[config.mk]
export PLATFORM = sky130hd
export DESIGN_NAME = fetch_stage_flat
export DESIGN_NICKNAME = d
export VERILOG_FILES = /design/src/rtl/fetch_stage_if.sv /design/src/rtl/fetch_stage.sv /design/src/flat_wrapper.sv
export SDC_FILE = /design/constraint.sdc
export NUM_CORES = 1
export LEC_CHECK = 0
export CORE_UTILIZATION = 40
export CTS_CLUSTER_DIAMETER = 50
export CTS_CLUSTER_SIZE = 40
export DETAILED_ROUTE_END_ITERATION = 8
export PLACE_DENSITY = 0.73
export SLEW_MARGIN = 20
export SYNTH_ARGS = -nofsm -noshare
export SYNTH_HDL_FRONTEND = slang
export SYNTH_SLANG_ARGS = --single-unit
[constraint.sdc]
create_clock -name clk -period 6.1 [get_ports clk]
set_input_delay 1.22 -clock clk [delete_from_list [all_inputs] [get_ports clk]]
set_output_delay 1.22 -clock clk [all_outputs]
set_load 0.005 [all_outputs]
[src/rtl/fetch_stage_if.sv]
// fetch_stage_if: imem request/response and ID handshake
// bundle between the fetch stage and its neighbours.
interface fetch_stage_if #(
  parameter int DEPTH = 2
);
  logic                    imem_req;
  logic [31:0]             imem_addr;
  logic                    imem_gnt;
  logic                    imem_rvalid;
  logic [31:0]             imem_rdata;
  logic                    redirect;
  logic [31:0]             redirect_pc;
  logic                    id_valid;
  logic                    id_ready;
  logic [31:0]             id_inst;
  logic [31:0]             id_pc;
  logic [$clog2(DEPTH):0]  fifo_count;

  modport master (
    output imem_req,
    output imem_addr,
    input  imem_gnt,
    input  imem_rvalid,
    input  imem_rdata,
    input  redirect,
    input  redirect_pc,
    output id_valid,
    input  id_ready,
    output id_inst,
    output id_pc,
    output fifo_count
  );

  modport slave (
    input  imem_req,
    input  imem_addr,
    output imem_gnt,
    output imem_rvalid,
    output imem_rdata,
    output redirect,
    output redirect_pc,
    input  id_valid,
    output id_ready,
    input  id_inst,
    input  id_pc,
    input  fifo_count
  );
endinterface

[src/rtl/fetch_stage.sv]
// fetch_stage: one-outstanding instruction fetch with
// epoch-tagged flush and a small FIFO toward decode.
module fetch_stage #(
  parameter logic [31:0] RESET_PC = 32'h0000_0000,
  parameter int          DEPTH    = 2
) (
  input logic           clk,
  input logic           rst,
  fetch_stage_if.master bus
);
  localparam int AW = $clog2(DEPTH);
  localparam int CW = AW + 1;

  typedef enum logic {
    IDLE,
    WAIT
  } state_t;

  state_t        state;
  logic [31:0]   pc_q;
  logic [31:0]   req_pc;
  logic          epoch;
  logic          req_epoch;

  logic [31:0]   fifo_inst [DEPTH];
  logic [31:0]   fifo_pc   [DEPTH];
  logic [AW-1:0] rd_ptr;
  logic [AW-1:0] wr_ptr;
  logic [CW-1:0] count;

  logic          has_room;
  logic          not_empty;
  logic          issue;
  logic          push;
  logic          pop;

  // Request, push and pop decode from registered state.
  always_comb begin
    has_room  = count < CW'(DEPTH);
    not_empty = count != '0;
    bus.imem_req = rst
                 && state == IDLE
                 && has_room
                 && !bus.redirect;
    bus.imem_addr = pc_q;
    issue = bus.imem_req && bus.imem_gnt;
    push  = rst
          && state == WAIT
          && bus.imem_rvalid
          && req_epoch == epoch
          && !bus.redirect;
    pop   = rst
          && not_empty
          && bus.id_ready
          && !bus.redirect;
    bus.id_valid   = not_empty;
    bus.id_inst    = not_empty ? fifo_inst[rd_ptr] : '0;
    bus.id_pc      = not_empty ? fifo_pc[rd_ptr] : '0;
    bus.fifo_count = count;
  end

  // Fetch FSM: PC, epoch and in-flight request tag.
  always_ff @(posedge clk) begin
    if (!rst) begin
      state     <= IDLE;
      pc_q      <= RESET_PC;
      epoch     <= 1'b0;
      req_pc    <= '0;
      req_epoch <= 1'b0;
    end else if (bus.redirect) begin
      pc_q  <= {bus.redirect_pc[31:2], 2'b00};
      epoch <= ~epoch;
      if (state == WAIT && bus.imem_rvalid)
        state <= IDLE;
    end else begin
      unique case (state)
        IDLE: begin
          if (issue) begin
            req_pc    <= pc_q;
            req_epoch <= epoch;
            pc_q      <= pc_q + 32'd4;
            state     <= WAIT;
          end
        end
        WAIT: begin
          if (bus.imem_rvalid)
            state <= IDLE;
        end
        default: state <= IDLE;
      endcase
    end
  end

  // FIFO pointers and occupancy; redirect empties it.
  always_ff @(posedge clk) begin
    if (!rst || bus.redirect) begin
      rd_ptr <= '0;
      wr_ptr <= '0;
      count  <= '0;
    end else begin
      if (push)
        wr_ptr <= wr_ptr + AW'(1);
      if (pop)
        rd_ptr <= rd_ptr + AW'(1);
      unique case ({push, pop})
        2'b10:   count <= count + CW'(1);
        2'b01:   count <= count - CW'(1);
        default: count <= count;
      endcase
    end
  end

  // FIFO storage; contents only visible while counted.
  always_ff @(posedge clk) begin
    if (push) begin
      fifo_inst[wr_ptr] <= bus.imem_rdata;
      fifo_pc[wr_ptr]   <= req_pc;
    end
  end
endmodule

[src/flat_wrapper.sv]
// flat-port wrapper written by rule: the top's interface ports become plain ports
module fetch_stage_flat 
#(
  parameter logic [31:0] RESET_PC = 32'h0000_0000,
  parameter int          DEPTH    = 2
)
  (clk, rst, bus_imem_req, bus_imem_addr, bus_imem_gnt, bus_imem_rvalid, bus_imem_rdata, bus_redirect, bus_redirect_pc, bus_id_valid, bus_id_ready, bus_id_inst, bus_id_pc, bus_fifo_count);
  fetch_stage_if #(.DEPTH(DEPTH)) bus_i ();
  input logic clk;
  input logic rst;
  output wire logic [$bits(bus_i.imem_req)-1:0] bus_imem_req;
  output wire logic [$bits(bus_i.imem_addr)-1:0] bus_imem_addr;
  input wire logic [$bits(bus_i.imem_gnt)-1:0] bus_imem_gnt;
  input wire logic [$bits(bus_i.imem_rvalid)-1:0] bus_imem_rvalid;
  input wire logic [$bits(bus_i.imem_rdata)-1:0] bus_imem_rdata;
  input wire logic [$bits(bus_i.redirect)-1:0] bus_redirect;
  input wire logic [$bits(bus_i.redirect_pc)-1:0] bus_redirect_pc;
  output wire logic [$bits(bus_i.id_valid)-1:0] bus_id_valid;
  input wire logic [$bits(bus_i.id_ready)-1:0] bus_id_ready;
  output wire logic [$bits(bus_i.id_inst)-1:0] bus_id_inst;
  output wire logic [$bits(bus_i.id_pc)-1:0] bus_id_pc;
  output wire logic [$bits(bus_i.fifo_count)-1:0] bus_fifo_count;
  assign bus_imem_req = bus_i.imem_req;
  assign bus_imem_addr = bus_i.imem_addr;
  assign bus_i.imem_gnt = bus_imem_gnt;
  assign bus_i.imem_rvalid = bus_imem_rvalid;
  assign bus_i.imem_rdata = bus_imem_rdata;
  assign bus_i.redirect = bus_redirect;
  assign bus_i.redirect_pc = bus_redirect_pc;
  assign bus_id_valid = bus_i.id_valid;
  assign bus_i.id_ready = bus_id_ready;
  assign bus_id_inst = bus_i.id_inst;
  assign bus_id_pc = bus_i.id_pc;
  assign bus_fifo_count = bus_i.fifo_count;
  fetch_stage #(.RESET_PC(RESET_PC), .DEPTH(DEPTH)) u_core (.clk(clk), .rst(rst), .bus(bus_i));
endmodule
# Word level (Yosys, flattened, before mapping)

Memory sizes are Yosys's and may differ from the RTL's. A register that Yosys moved wholly into a read port is not among the register bits.
Index checks and enable logic that the tools add are counted.

Multiplexer cells: 17
Bitwise logic cells: 4
Reductions and logical operators: 22
Equal/unequal tests: 5
$lt $le $gt $ge: 1
Add/subtract/negate cells: 5

Operators with widths:

| cell                                              | number |
|---|---|
| 2-to-1 mux 32 bit                                 | 5 |
| adder 32 x 3 -> 32 bit, second input constant     | 1 |
| logical AND 1 bit                                 | 12 |
| 2-to-1 mux 1 bit                                  | 10 |
| nonzero test 2 bit                                | 3 |
| inverter 1 bit                                    | 4 |
| case mux 2 bit (2 select lines)                   | 1 |
| AND reduction 2 bit                               | 2 |
| AND reduction 3 bit                               | 1 |
| adder 1 bit, second input constant                | 2 |
| adder 2 x 1 -> 2 bit, second input constant       | 1 |
| == test 2 x 1 -> 1 bit, second input constant     | 1 |
| == test 2 bit, second input constant              | 1 |
| zero test 1 bit                                   | 2 |
| less-than comparator 2 bit, second input constant | 1 |
| != test 2 x 1 -> 1 bit, second input constant     | 1 |
| != test 2 bit, second input constant              | 1 |
| case mux 1 bit (2 select lines)                   | 1 |
| OR reduction 2 bit                                | 1 |
| subtractor 2 x 1 -> 2 bit, second input constant  | 1 |
| == test 1 bit                                     | 1 |
| logical OR 1 bit                                  | 1 |

Output and inout bits: 100
Bits in writable memories: 128
Memories: 2
Logic and storage cells: 65
Input port bits: 70
Register bits after elaboration: 71

Memories:

| memory           | depth | bits a word | rd ports | clocked after Yosys merged registers in | wr ports | RTL line          | RTL |
|---|---|---|---|---|---|---|---|
| u_core.fifo_inst | 2     | 32          | 1        | 1                                       | 1        | fetch_stage.sv:25 | `logic [31:0] fifo_inst [DEPTH];` |
| u_core.fifo_pc   | 2     | 32          | 1        | 1                                       | 1        | fetch_stage.sv:26 | `logic [31:0] fifo_pc [DEPTH];` |

# Longest topological paths before layout

Gate-level depths: netlist (run 1).

Word-level depth: 8
Depth in mapped cells: 8
Gate-level depth less buffers: 8

# Worst setup path after synthesis (run 1)

Ideal clock, no wire load.

Path kind: input to register
Start point: in rst
End point: mem u_core.fifo_inst[0][0], enable pin
Stages on the path: 4
Library setup time: 482 ps
Setup slack: 1140 ps
Data arrival time: 4477 ps
Buffers on the path: 1
Required time: 5618 ps
Cells stage by stage: clkbuf_1 > nor2b_1 > nand4_1 > nor2_1

Word-level cells in the longest chain between the ends: 6

RTL lines:

| what                                   | RTL line           | RTL |
|---|---|---|
| from (decl)                            | flat_wrapper.sv:10 | `input logic rst;` |
| logical AND 1 bit                      | fetch_stage.sv:48  | `&& state == WAIT` |
| logical AND 1 bit                      | fetch_stage.sv:49  | `&& bus.imem_rvalid` |
| logical AND 1 bit                      | fetch_stage.sv:50  | `&& req_epoch == epoch` |
| logical AND 1 bit                      | fetch_stage.sv:51  | `&& !bus.redirect;` |
| 2-to-1 mux 1 bit                       | fetch_stage.sv:115 | `if (push) begin` |
| 2-to-1 mux 1 bit (not written as such) | fetch_stage.sv:116 | `fifo_inst[wr_ptr] <= bus.imem_rdata;` |
| to (decl)                              | fetch_stage.sv:25  |  |

No other way between the ends.

# Worst setup path in the final report (run 1)

Start point: in bus_redirect
End point: out bus_imem_req

Word-level cells in the longest chain between the ends: 2

RTL lines:

| what              | RTL line           | RTL |
|---|---|---|
| from (decl)       | flat_wrapper.sv:16 | `input wire logic [$bits(bus_i.redirect)-1:0] bus_redirect;` |
| zero test 1 bit   | fetch_stage.sv:44  | `&& !bus.redirect;` |
| logical AND 1 bit | fetch_stage.sv:44  |  |
| to (decl)         | flat_wrapper.sv:11 | `output wire logic [$bits(bus_i.imem_req)-1:0] bus_imem_req;` |

No other way between the ends.

==> results of run 1 <==
## layout by cell type (no fill, tap or decap), drive strengths merged, types with 2 or more instances in the layout
| cell type | count |
|---|---|
| nor2b | 3 |
| buf | 7 |
| o311ai | 6 |
| clkdlybuf4s50 | 163 |
| nand3 | 8 |
| ha | 2 |
| and4 | 5 |
| o22ai | 12 |
| inv | 10 |
| and3 | 5 |
| or3 | 2 |
| and2 | 9 |
| clkinv | 2 |
| a21oi | 50 |
| edfxtp | 124 |
| nand4 | 9 |
| mux2i | 62 |
| nor2 | 83 |
| o21ai | 10 |
| nand2b | 2 |
| xor2 | 7 |
| dfxtp | 68 |
| xnor2 | 17 |
| conb | 4 |
| nor3 | 9 |
| bufinv | 7 |
| nand2 | 86 |
| a222oi | 2 |
| clkbuf | 20 |
| nor4 | 6 |
| a31oi | 10 |
## power groups by stage
| stage | clock network (mW) | logic [mW] | registers [mW] |
|---|---|---|---|
| final | 1.29 | 0.152 | 1.42 |
| after global routing | 1.37 | 0.167 | 1.42 |
| after CTS | 1.32 | 0.153 | 1.42 |
| after detailed placement | 0 | 0.152 | 1.45 |
| after global placement | 0 | 0.149 | 1.45 |
| after floorplan | 0 | 0.0630 | 1.44 |
## sequential cells by signal (all words and copies together) (netlist names), named ones only
| signal | flops |
|---|---|
| u_core.bus.imem_addr | 30 |
| u_core.req_epoch | 1 |
| u_core.req_pc | 30 |
| u_core.fifo_inst | 64 |
| u_core.wr_ptr | 1 |
| u_core.fifo_pc | 60 |
| u_core.rd_ptr | 1 |
| u_core.state | 1 |
| u_core.bus.fifo_count | 2 |
| u_core.epoch | 1 |
## final cells by class
class / instances / area share (%)
sequential: 192 / 49.00
multi-input combinational: 421 / 24.33
timing repair buffer: 170 / 16.65
clock buffer: 20 / 4.205
tap: 260 / 3.133
clock inverter: 12 / 2.422
inverter: 7 / 0.2651
## worst paths after layout
check | slack [ns] | start | end | cells past startpoint
worst max register to register | 3.55 | u_core.bus.fifo_count[1] | u_core.bus.imem_addr[12] | 5
worst max-delay path | 1.82 | bus_redirect | bus_imem_req | 4
worst min-delay path | 0.45 | u_core.req_pc[18] | u_core.fifo_pc[0][18] | 0
worst min register to register | 0.45 | u_core.req_pc[18] | u_core.fifo_pc[0][18] | 0
## logic make-up (layout without fill, tap and decap cells)
logic type                 Yosys count  after routing  synth area share [%]
AOI/OAI and AO/OA                   97             97                 7.296
xor gates and xnor gates            24             24                 2.700
adders and majority gates            2              2                0.3213
buffers and inverters               52            209                 2.716
DFF                                192            192                 65.31
muxes                               63             63                 8.115
other                                1              4               0.04816
and+or+nand+nor                    231            231                 13.50
## metrics by stage
step / worst slack [ns] / instance area [um2] / utilization [%]
2_1_floorplan: 1.140 / 7797 / -
3_3_place_gp: 1.819 / 9668 / 51.17
3_5_place_dp: 1.793 / 9668 / 51.17
4_1_cts: 1.792 / 10360 / 54.81
5_1_grt: 1.733 / 10390 / 54.97
6_report: 1.823 / 10390 / 54.97
## routing by layer
| metal | share of wire (%) | vias up | global-route usage [%] | wire [um] |
|---|---|---|---|---|
| li1 | - | 2666 | - | - |
| met1 | 43 | 2607 | 23.80 | 7935 |
| met2 | 48 | 185 | 31.27 | 8806 |
| met3 | 7.0 | 30 | 4.927 | 1285 |
| met4 | 1.8 | 4 | 7.018 | 327 |
| met5 | 0.11 | - | 0 | 21 |
## critical path: stages
cell	delay [ns]
clkdlybuf4s50_1	0.72
nand2b_1	0.31
nor3_1	0.24
clkdlybuf4s50_1	0.56
==> metrics.txt, run 1 <==
# TYPE chip_impl_metric gauge
chip_impl_info{name="run_status",value="finished, final reports clean"} 1
chip_impl_metric{name="gp_congestion",unit=""} 0.7831
chip_impl_metric{name="die_w",unit="um"} 141.5
chip_impl_metric{name="worstPathArrival",unit="ns"} 3.06
chip_impl_metric{name="multiInputGateArea",unit="um2"} 2526
chip_impl_metric{name="drt_pass_1_iters",unit=""} 6
chip_impl_metric{name="ctsHtreeMaxLevel",unit=""} 4
chip_impl_metric{name="synth_enable_flop_cells",unit=""} 124
chip_impl_metric{name="antenna_cells",unit=""} 0
chip_impl_metric{name="vdd_ir_drop_max",unit="uV"} 170.4
chip_impl_metric{name="design.die.area",unit="um2"} 20030
chip_impl_info{name="synth.top_cells.by_count",value="edfxtp_1 (124), nand2_1 (86), nor2_1 (82)"} 1
chip_impl_metric{name="hpwlAfterDp",unit="um"} 11620
chip_impl_metric{name="layout.area.seq",unit="um2"} 5089
chip_impl_info{name="synth_largest_area_cell",value="edfxtp_1"} 1
chip_impl_info{name="worst_path_class_setup",value="input port to output pin"} 1
chip_impl_metric{name="cts-hold-fix-buffers",unit=""} 0
chip_impl_metric{name="seq_area_frac_synth",unit="%"} 65.31
chip_impl_metric{name="synthesis.yosys.warnings",unit=""} 0
chip_impl_metric{name="first_pass_grt_wire_length",unit="um"} 28650
chip_impl_metric{name="first_global_vias",unit=""} 5430
chip_impl_metric{name="via_per_inst",unit=""} 5.076
chip_impl_metric{name="worstMarginPinSlew",unit="ns"} 0.9126
chip_impl_metric{name="worst_clock_skew",unit="ns"} 0.007369
chip_impl_metric{name="cts.clk_slew.worst_paths",unit="ns"} 0.07
chip_impl_metric{name="layout-area-overhead-vs-synth",unit="%"} 33.38
chip_impl_metric{name="critical_path.max_fanout",unit=""} 12
chip_impl_metric{name="detailedRoute.firstIterationViolations",unit=""} 325
chip_impl_metric{name="hold_violations",unit=""} 0
chip_impl_metric{name="timing.setup.tns",unit="ns"} 0
chip_impl_metric{name="initial_core_util",unit="%"} 41.21
chip_impl_metric{name="worstPathRequired",unit="ns"} 4.88
chip_impl_metric{name="antenna_violations_before_repair",unit=""} 2
chip_impl_metric{name="yosysTopAreaCellShare",unit="%"} 47.82
chip_impl_info{name="synth.most_common_cell",value="edfxtp_1"} 1
chip_impl_info{name="cts_tree",value="built"} 1
chip_impl_metric{name="count_of_placed_standard_cells_including_taps",unit=""} 1049
chip_impl_metric{name="pin_count_of_the_biggest_net_entering_global_routing",unit=""} 63
chip_impl_metric{name="fillCellCount",unit=""} 1635
chip_impl_metric{name="final_nets",unit=""} 881
chip_impl_metric{name="max-clock-path-buffers",unit=""} 2
chip_impl_metric{name="post_layout_nonfiller_instances",unit=""} 1082
chip_impl_metric{name="clock.fmax",unit="GHz"} 0.2338
chip_impl_metric{name="clock_insertion_delay_worst_skew",unit="ns"} 0.43
chip_impl_info{name="yosys_most_used_dff",value="edfxtp_1"} 1
chip_impl_metric{name="post-route-period-util",unit="%"} 70.11
chip_impl_metric{name="post_synth_num_cell_types",unit=""} 46
chip_impl_info{name="rsz0062_at_grt",value="no"} 1
chip_impl_metric{name="wire_per_inst",unit="um"} 16.98
chip_impl_metric{name="core_area",unit="um2"} 18890
chip_impl_metric{name="report.final.slew_viol_count",unit=""} 0
chip_impl_metric{name="placement_rows",unit=""} 50
chip_impl_metric{name="clock-sinks",unit=""} 192
chip_impl_metric{name="power_density",unit="nW/um2"} 276.2
chip_impl_info{name="min-delay-path-class",value="register to register"} 1
chip_impl_metric{name="drc",unit=""} 0
chip_impl_info{name="post_synth_main_area_contributors",value="edfxtp_1 (48%), dfxtp_1 (17%), mux2i_1 (8.0%)"} 1
chip_impl_metric{name="p_int",unit="mW"} 2.297
chip_impl_metric{name="power.clock.fraction",unit="%"} 45.1
chip_impl_metric{name="cts-resized-gates",unit=""} 0
chip_impl_metric{name="boundaryPins",unit=""} 170
chip_impl_metric{name="port_buffers",unit=""} 163
chip_impl_metric{name="y_dimension_of_the_die",unit="um"} 141.5
chip_impl_metric{name="total_of_endpoints_with_negative_setup_slack_in_the_final_report",unit=""} 0
chip_impl_metric{name="numCtsBuffers",unit=""} 17
chip_impl_metric{name="synth_area",unit="um2"} 7786
chip_impl_metric{name="pwr-share-seq",unit="%"} 49.6
chip_impl_info{name="clockRootBuffer",value="clkbuf_16"} 1
chip_impl_metric{name="detailed_route_via_count",unit=""} 5492
chip_impl_info{name="worstSetupEndpointType",value="output pin"} 1
chip_impl_metric{name="net-switching-power",unit="mW"} 0.5719
chip_impl_metric{name="power.share.combinational",unit="%"} 5.3
chip_impl_metric{name="post_synth_inst_count",unit=""} 662
chip_impl_metric{name="cts_setup_buffers",unit=""} 0
chip_impl_metric{name="drive_gt1_share",unit="%"} 5.474
chip_impl_metric{name="switching_share",unit="%"} 19.94
chip_impl_metric{name="layout_min_cycle_time",unit="ns"} 4.277
chip_impl_metric{name="max-cap-violations",unit=""} 0
chip_impl_metric{name="worst_slew_margin_rel",unit="%"} 39.01
chip_impl_metric{name="totalPowerFinal",unit="mW"} 2.869
chip_impl_metric{name="gr-total-overflow",unit=""} 0
chip_impl_metric{name="holdWs",unit="ns"} 0.4545
chip_impl_metric{name="asyncSetResetFlopFracSynth",unit="%"} 0
chip_impl_info{name="worst_setup_path_start_kind",value="input port"} 1
chip_impl_metric{name="avgSynthCellArea",unit="um2"} 11.76
chip_impl_metric{name="routed_wirelength",unit="um"} 18380
chip_impl_metric{name="synth.ff_latch_count",unit=""} 192
chip_impl_metric{name="final_antenna_net_count",unit=""} 0
chip_impl_metric{name="gr-usage-all-layers",unit="%"} 18.90
chip_impl_metric{name="power_leakage",unit="nW"} 3.237
Note: power is estimated with default switching activity, not from simulation.
==> run 2: changes to the inputs <==
--- a/config.mk
+++ b/config.mk
@@ -9,7 +9,7 @@
 export CTS_CLUSTER_DIAMETER = 50
 export CTS_CLUSTER_SIZE = 40
 export DETAILED_ROUTE_END_ITERATION = 8
-export PLACE_DENSITY = 0.73
+export PLACE_DENSITY = 0.75
 export SLEW_MARGIN = 20
 export SYNTH_ARGS = -nofsm -noshare
 export SYNTH_HDL_FRONTEND = slang
==> constraint.sdc (replaced) <==
create_clock -name clk -period 3.7 [get_ports clk]
set_input_delay 0.74 -clock clk [delete_from_list [all_inputs] [get_ports clk]]
set_output_delay 0.74 -clock clk [all_outputs]
set_load 0.005 [all_outputs]
==> metrics.txt, run 2 (synthesis gave the netlist of run 1 again) <==
# TYPE chip_impl_metric gauge
chip_impl_info{name="critical_r2r_capture",value="u_core.bus.imem_addr[19]"} 1
chip_impl_metric{name="first_global_vias",unit=""} 5154
chip_impl_metric{name="initial_core_util",unit="%"} 41.21
chip_impl_info{name="max_flop_register",value="u_core.fifo_inst"} 1
chip_impl_metric{name="totalPowerFinal",unit="mW"} 4.291
chip_impl_metric{name="pin_count_of_the_biggest_net_entering_global_routing",unit=""} 60
chip_impl_metric{name="finalWorstSetupSlack",unit="ns"} 0.7009
chip_impl_metric{name="final_nets",unit=""} 888
chip_impl_info{name="crit_chain",value="clkdlybuf4s50_1, nand2b_1, nor3_1, clkdlybuf4s50_1"} 1
chip_impl_metric{name="antenna_violations_before_repair",unit=""} 1
chip_impl_metric{name="design_area",unit="um2"} 10270
chip_impl_metric{name="timing.hold.worst_path_depth",unit=""} 0
chip_impl_metric{name="cts.clk_slew.worst_paths",unit="ns"} 0.06
chip_impl_info{name="clockRootBuffer",value="clkbuf_16"} 1
chip_impl_metric{name="cts-resized-gates",unit=""} 0
chip_impl_info{name="largest_registers",value="u_core.fifo_inst: 64 flops, u_core.fifo_pc: 60 flops"} 1
chip_impl_metric{name="routed_wirelength",unit="um"} 17700
chip_impl_info{name="timing.critical_path.mode_cell",value="clkdlybuf4s50_1"} 1
chip_impl_metric{name="y_dimension_of_the_die",unit="um"} 141.5
chip_impl_info{name="crit_slowest_cell",value="clkdlybuf4s50_1"} 1
chip_impl_metric{name="layout.area.seq",unit="um2"} 5089
chip_impl_metric{name="p_int",unit="mW"} 3.385
chip_impl_metric{name="critical_path.max_stage_delay",unit="ns"} 0.58
chip_impl_metric{name="detailed_route_via_count",unit=""} 5445
chip_impl_metric{name="layout-area-overhead-vs-synth",unit="%"} 31.95
chip_impl_metric{name="max-cap-violations",unit=""} 0
chip_impl_metric{name="clock.fmax",unit="GHz"} 0.3334
chip_impl_metric{name="core_area",unit="um2"} 18890
chip_impl_metric{name="post-route-period-util",unit="%"} 81.06
chip_impl_metric{name="boundaryPins",unit=""} 170
chip_impl_metric{name="worst_slew_margin_rel",unit="%"} 58.63
chip_impl_metric{name="via_per_inst",unit=""} 4.995
chip_impl_metric{name="gp_congestion",unit=""} 0.8198
chip_impl_info{name="min-delay-path-class",value="register to register"} 1
chip_impl_metric{name="layout_min_cycle_time",unit="ns"} 2.999
chip_impl_metric{name="detailedPlace.worstSlack",unit="ns"} 0.6414
chip_impl_metric{name="ctsHtreeMaxLevel",unit=""} 4
chip_impl_metric{name="detailedRoute.firstIterationViolations",unit=""} 289
chip_impl_metric{name="switching_share",unit="%"} 21.10
chip_impl_info{name="worst_path_class_setup",value="input port to output pin"} 1
chip_impl_metric{name="gr-usage-all-layers",unit="%"} 17.96
chip_impl_metric{name="port_buffers",unit=""} 163
chip_impl_metric{name="routing_usage_on_met1",unit="%"} 23.44
chip_impl_metric{name="hold_violations",unit=""} 0
chip_impl_metric{name="multiInputGateArea",unit="um2"} 2526
chip_impl_metric{name="pwr-share-seq",unit="%"} 54.7
chip_impl_metric{name="critical_path.max_fanout",unit=""} 2
chip_impl_metric{name="vdd_ir_drop_max",unit="uV"} 314.1
chip_impl_metric{name="power_leakage",unit="nW"} 3.185
chip_impl_metric{name="setup.reg_to_reg.worst_slack",unit="ns"} 1.38
chip_impl_metric{name="hpwlAfterDp",unit="um"} 11580
chip_impl_metric{name="net-switching-power",unit="mW"} 0.9056
chip_impl_metric{name="wire_per_inst",unit="um"} 16.24
chip_impl_metric{name="cts-hold-fix-buffers",unit=""} 0
chip_impl_metric{name="use_met2",unit="%"} 29.56
chip_impl_info{name="worstHoldEndpoint",value="u_core.fifo_pc[1][8]"} 1
chip_impl_metric{name="clock_insertion_delay_worst_skew",unit="ns"} 0.43
chip_impl_metric{name="power_density",unit="nW/um2"} 417.7
chip_impl_metric{name="drt_pass_1_iters",unit=""} 5
chip_impl_metric{name="worstPathRequired",unit="ns"} 2.96
chip_impl_metric{name="worst_clock_skew",unit="ns"} 0.01252
chip_impl_metric{name="report.final.slew_viol_count",unit=""} 0
chip_impl_info{name="rsz0062_at_grt",value="no"} 1
chip_impl_metric{name="rr_worst_depth",unit=""} 5
chip_impl_metric{name="power.clock.fraction",unit="%"} 39.5
chip_impl_metric{name="drc",unit=""} 0
chip_impl_info{name="highest_count_cells_in_the_layout_ignoring_fill_and_taps",value="clkdlybuf4s50_1 (163), edfxtp_1 (124), nand2_1 (85)"} 1
chip_impl_metric{name="clock-sinks",unit=""} 192
chip_impl_metric{name="final_antenna_net_count",unit=""} 0
chip_impl_info{name="cts_tree",value="built"} 1
chip_impl_metric{name="max-clock-path-buffers",unit=""} 2
chip_impl_metric{name="die_w",unit="um"} 141.5
chip_impl_metric{name="worstPathArrival",unit="ns"} 2.26
chip_impl_metric{name="post_dp_cell_area",unit="um2"} 9728
chip_impl_info{name="grt.busiest_layer",value="met2"} 1
chip_impl_metric{name="numCtsBuffers",unit=""} 17
chip_impl_metric{name="fillCellCount",unit=""} 1636
chip_impl_metric{name="timing.setup.tns",unit="ns"} 0
chip_impl_metric{name="total_of_endpoints_with_negative_setup_slack_in_the_final_report",unit=""} 0
chip_impl_metric{name="cts_setup_buffers",unit=""} 0
chip_impl_metric{name="placement_rows",unit=""} 50
chip_impl_info{name="hold_start",value="u_core.req_pc[8]"} 1
chip_impl_info{name="worstSetupEndpointType",value="output pin"} 1
chip_impl_metric{name="groute.layer.met3.usage",unit="%"} 3.915
chip_impl_metric{name="number_of_flip_flops_under_the_largest_register_name",unit=""} 64
chip_impl_metric{name="design.die.area",unit="um2"} 20030
chip_impl_metric{name="worstMarginPinSlew",unit="ns"} 0.6205
chip_impl_metric{name="gr-total-overflow",unit=""} 0
chip_impl_info{name="worst_setup_path_start_kind",value="input port"} 1
chip_impl_metric{name="drive_gt1_share",unit="%"} 6.031
chip_impl_info{name="run_status",value="finished, final reports clean"} 1
chip_impl_info{name="leading_cell_type_in_the_layout_fill_and_taps_excluded",value="clkdlybuf4s50_1"} 1
chip_impl_info{name="r2r_start",value="u_core.bus.imem_addr[9]"} 1
chip_impl_metric{name="first_pass_grt_wire_length",unit="um"} 27320
chip_impl_metric{name="power.share.combinational",unit="%"} 5.8
[run 2: cell types whose count changed in the layout (fill, tap and decap cells not counted)]
cell        before  now
diode_2          0    1
clkinv_1         1    2
buf_4            4   12
buf_16           1    0
clkbuf_8         0    1
clkinvlp_4       0    5
inv_6            3    1
inv_8            1    0
bufinv_16        7    1
inv_2            0    1
clkbuf_1         3    4
[run 2: worst max path at each step]
stage | from | endpoint | slack [ns] | cells after the start
floorplan | rst | u_core.fifo_inst[0][0] | -0.78 | 4
global placement | rst | u_core.fifo_pc[1][13] | 0.63 | 6
detailed placement | rst | u_core.fifo_pc[0][13] | 0.64 | 6
CTS | register | bus_id_pc[6] | 0.67 | 4
global route | register | bus_id_pc[4] | 0.59 | 4
finish | bus_redirect | bus_imem_req | 0.70 | 4
[run 2: stage by stage]
step                      utilization (%)  hold WS [ns]  cells
after floorplan                         -        0.4254    665
after global placement              51.49        0.4313   1057
after detailed placement            51.49        0.4371   1057
after CTS                           54.36        0.4529   1089
after global routing                54.36        0.4638   1089
final                               54.38        0.4510   1090
[run 2: worst max-delay path, delay by kind of cell]
family	cells	cell delay (ns)
buf+inv	2	0.99
simple gates	2	0.53
[run 2: final cells by class]
type,instances,share of cell area [%]
Inverter,7,0.2558
Clock inverter,10,0.8647
Timing Repair Buffer,177,17.15
Antenna cell,1,0.02436
Clock buffer,22,4.421
Multi-Input combinational cell,421,24.59
Tap cell,260,3.166
Sequential cell,192,49.53
[run 2: power groups by stage]
stage	registers [mW]	clock network, mW	logic [mW]
2_1_floorplan	2.38	0	0.104
3_3_place_gp	2.39	0	0.248
3_5_place_dp	2.39	0	0.251
4_1_cts	2.35	1.73	0.252
5_1_grt	2.35	1.82	0.273
6_report	2.35	1.69	0.251
[run 2: per-layer routing]
| metal | routed length [um] | up-vias |
|---|---|---|
| li1 | - | 2680 |
| met1 | 7965 | 2567 |
| met2 | 8407 | 179 |
| met3 | 1098 | 19 |
| met4 | 232 | 0 |
| met5 | 0 | - |
==> run 3: changes to the inputs <==
--- a/config.mk
+++ b/config.mk
@@ -9,7 +9,7 @@
 export CTS_CLUSTER_DIAMETER = 50
 export CTS_CLUSTER_SIZE = 40
 export DETAILED_ROUTE_END_ITERATION = 8
-export PLACE_DENSITY = 0.75
+export PLACE_DENSITY = 0.73
 export SLEW_MARGIN = 20
 export SYNTH_ARGS = -nofsm -noshare
 export SYNTH_HDL_FRONTEND = slang
==> constraint.sdc (replaced) <==
create_clock -name clk -period 3.1 [get_ports clk]
set_input_delay 0.62 -clock clk [delete_from_list [all_inputs] [get_ports clk]]
set_output_delay 0.62 -clock clk [all_outputs]
set_load 0.005 [all_outputs]
==> metrics.txt, run 3 (synthesis gave the netlist of run 1 again) <==
# TYPE chip_impl_metric gauge
chip_impl_info{name="cts_tree",value="built"} 1
chip_impl_metric{name="gr-total-overflow",unit=""} 0
chip_impl_info{name="crit_chain",value="clkdlybuf4s50_1, nand2b_1, nor3_1, clkdlybuf4s50_1"} 1
chip_impl_metric{name="first_pass_grt_wire_length",unit="um"} 27590
chip_impl_metric{name="ctsHtreeMaxLevel",unit=""} 4
chip_impl_metric{name="critical_path.max_stage_delay",unit="ns"} 0.57
chip_impl_metric{name="post-route-period-util",unit="%"} 88.09
chip_impl_metric{name="power_leakage",unit="nW"} 3.231
chip_impl_metric{name="cts.clk_slew.worst_paths",unit="ns"} 0.07
chip_impl_info{name="clockRootBuffer",value="clkbuf_16"} 1
chip_impl_metric{name="number_of_flip_flops_under_the_largest_register_name",unit=""} 64
chip_impl_metric{name="worstPathRequired",unit="ns"} 2.48
chip_impl_metric{name="design.die.area",unit="um2"} 20030
chip_impl_info{name="worst_path_class_setup",value="input port to output pin"} 1
chip_impl_metric{name="first_global_vias",unit=""} 5261
chip_impl_metric{name="placement_rows",unit=""} 50
chip_impl_metric{name="detailedRoute.firstIterationViolations",unit=""} 335
chip_impl_metric{name="layout_min_cycle_time",unit="ns"} 2.731
chip_impl_metric{name="hold_violations",unit=""} 0
chip_impl_info{name="run_status",value="finished, final reports clean"} 1
chip_impl_metric{name="fillCellCount",unit=""} 1622
chip_impl_metric{name="timing.hold.worst_path_depth",unit=""} 0
chip_impl_info{name="max_flop_register",value="u_core.fifo_inst"} 1
chip_impl_metric{name="via_per_inst",unit=""} 5.059
chip_impl_info{name="timing.critical_path.mode_cell",value="clkdlybuf4s50_1"} 1
chip_impl_info{name="worstSetupEndpointType",value="output pin"} 1
chip_impl_metric{name="final_antenna_net_count",unit=""} 0
chip_impl_info{name="largest_registers",value="u_core.fifo_inst: 64 flops, u_core.fifo_pc: 60 flops"} 1
chip_impl_metric{name="clock.fmax",unit="GHz"} 0.3662
chip_impl_metric{name="numCtsBuffers",unit=""} 17
chip_impl_metric{name="layout-area-overhead-vs-synth",unit="%"} 32.72
chip_impl_metric{name="finalWorstSetupSlack",unit="ns"} 0.3692
chip_impl_metric{name="gr-usage-all-layers",unit="%"} 18.09
chip_impl_metric{name="drt_pass_1_iters",unit=""} 6
chip_impl_metric{name="port_buffers",unit=""} 163
chip_impl_metric{name="max-cap-violations",unit=""} 0
chip_impl_metric{name="cts_setup_buffers",unit=""} 0
chip_impl_metric{name="cp.depth",unit=""} 4
chip_impl_metric{name="layout.area.seq",unit="um2"} 5089
chip_impl_metric{name="pin_count_of_the_biggest_net_entering_global_routing",unit=""} 63
chip_impl_info{name="highest_count_cells_in_the_layout_ignoring_fill_and_taps",value="clkdlybuf4s50_1 (163), edfxtp_1 (124), nand2_1 (85)"} 1
chip_impl_metric{name="worst_slew_margin_rel",unit="%"} 58.68
chip_impl_info{name="path_delay_family",value="buffers and inverters"} 1
chip_impl_metric{name="clock-sinks",unit=""} 192
chip_impl_metric{name="max-clock-path-buffers",unit=""} 2
chip_impl_info{name="min-delay-path-class",value="register to register"} 1
chip_impl_info{name="rsz0062_at_grt",value="no"} 1
chip_impl_metric{name="core_area",unit="um2"} 18890
chip_impl_metric{name="initial_core_util",unit="%"} 41.21
chip_impl_metric{name="rr_worst_depth",unit=""} 5
chip_impl_metric{name="drc",unit=""} 0
chip_impl_metric{name="report.final.slew_viol_count",unit=""} 0
chip_impl_metric{name="antenna_violations_before_repair",unit=""} 1
chip_impl_metric{name="final_nets",unit=""} 890
chip_impl_metric{name="timing.critical_path.buf_inv",unit=""} 2
chip_impl_metric{name="cts-hold-fix-buffers",unit=""} 0
chip_impl_metric{name="detailedPlace.worstSlack",unit="ns"} 0.2956
chip_impl_metric{name="detailed_route_via_count",unit=""} 5530
chip_impl_metric{name="die_w",unit="um"} 141.5
chip_impl_metric{name="worstMarginPinSlew",unit="ns"} 0.6198
chip_impl_metric{name="multiInputGateArea",unit="um2"} 2526
chip_impl_info{name="worst_setup_path_start_kind",value="input port"} 1
chip_impl_metric{name="power_density",unit="nW/um2"} 496.5
chip_impl_metric{name="routed_wirelength",unit="um"} 17820
chip_impl_metric{name="worst_clock_skew",unit="ns"} 0.009803
chip_impl_metric{name="y_dimension_of_the_die",unit="um"} 141.5
chip_impl_metric{name="totalPowerFinal",unit="mW"} 5.131
chip_impl_metric{name="cts-resized-gates",unit=""} 0
chip_impl_metric{name="vdd_ir_drop_max",unit="uV"} 376.0
chip_impl_metric{name="drive_gt1_share",unit="%"} 6.619
chip_impl_info{name="crit_slowest_cell",value="clkdlybuf4s50_1"} 1
chip_impl_metric{name="gp_congestion",unit=""} 0.8394
chip_impl_metric{name="worstPathArrival",unit="ns"} 2.11
chip_impl_info{name="leading_cell_type_in_the_layout_fill_and_taps_excluded",value="clkdlybuf4s50_1"} 1
chip_impl_metric{name="clock_insertion_delay_worst_skew",unit="ns"} 0.43
chip_impl_metric{name="critical_path.max_fanout",unit=""} 3
chip_impl_metric{name="wire_per_inst",unit="um"} 16.30
chip_impl_metric{name="boundaryPins",unit=""} 170
chip_impl_metric{name="total_of_endpoints_with_negative_setup_slack_in_the_final_report",unit=""} 0
chip_impl_metric{name="hpwlAfterDp",unit="um"} 11690
run 3: cell count changes in the layout (fill, tap and decap cells not counted), moves of 2 or more:
cell / previous run / this run
inv_4: 0 / 3
clkinv_1: 2 / 0
buf_12: 2 / 5
clkinvlp_4: 5 / 0
inv_6: 1 / 3
clkinv_4: 0 / 2
run 3: final timing paths:
path	from	endpoint	slack, ns
min	u_core.req_pc[6]	u_core.fifo_pc[1][6]	0.45
max	bus_redirect	bus_imem_req	0.37
min reg2reg	u_core.req_pc[6]	u_core.fifo_pc[1][6]	0.45
max reg2reg	u_core.bus.imem_addr[9]	u_core.bus.imem_addr[19]	0.79
run 3: metal layers:
layer  up-vias  track usage, %  routed length, um
met5         -               0                  0
met4         0           6.621                211
met3        14           4.354               1196
met2       177           29.14               8473
met1      2647           23.74               7937
li1       2692               -                  -
run 3: metrics by stage:
step | area (um2) | hold WS, ns | cells | TNS (ns) | util [%]
after floorplan | 7802 | 0.4254 | 665 | -31.57 | -
final | 10330 | 0.4525 | 1093 | 0 | 54.70
after global placement | 9781 | 0.4308 | 1059 | 0 | 51.77
after global routing | 10330 | 0.4678 | 1092 | 0 | 54.68
after detailed placement | 9781 | 0.4371 | 1059 | 0 | 51.77
after CTS | 10330 | 0.4524 | 1091 | 0 | 54.67
run 3: cell type report:
| type | instances | area share [%] |
|---|---|---|
| Antenna cell | 2 | 0.04843 |
| Clock buffer | 22 | 4.601 |
| Clock inverter | 10 | 0.7023 |
| Inverter | 7 | 0.2543 |
| Multi-Input combinational cell | 421 | 24.45 |
| Sequential cell | 192 | 49.24 |
| Tap cell | 260 | 3.148 |
| Timing Repair Buffer | 179 | 17.56 |
run 3: where the power goes:
part           internal (mW)  switching [mW]  leakage, nW
combinational          0.174           0.130         1.30
sequential              2.74          0.0552         1.66
clock                   1.10           0.922        0.276
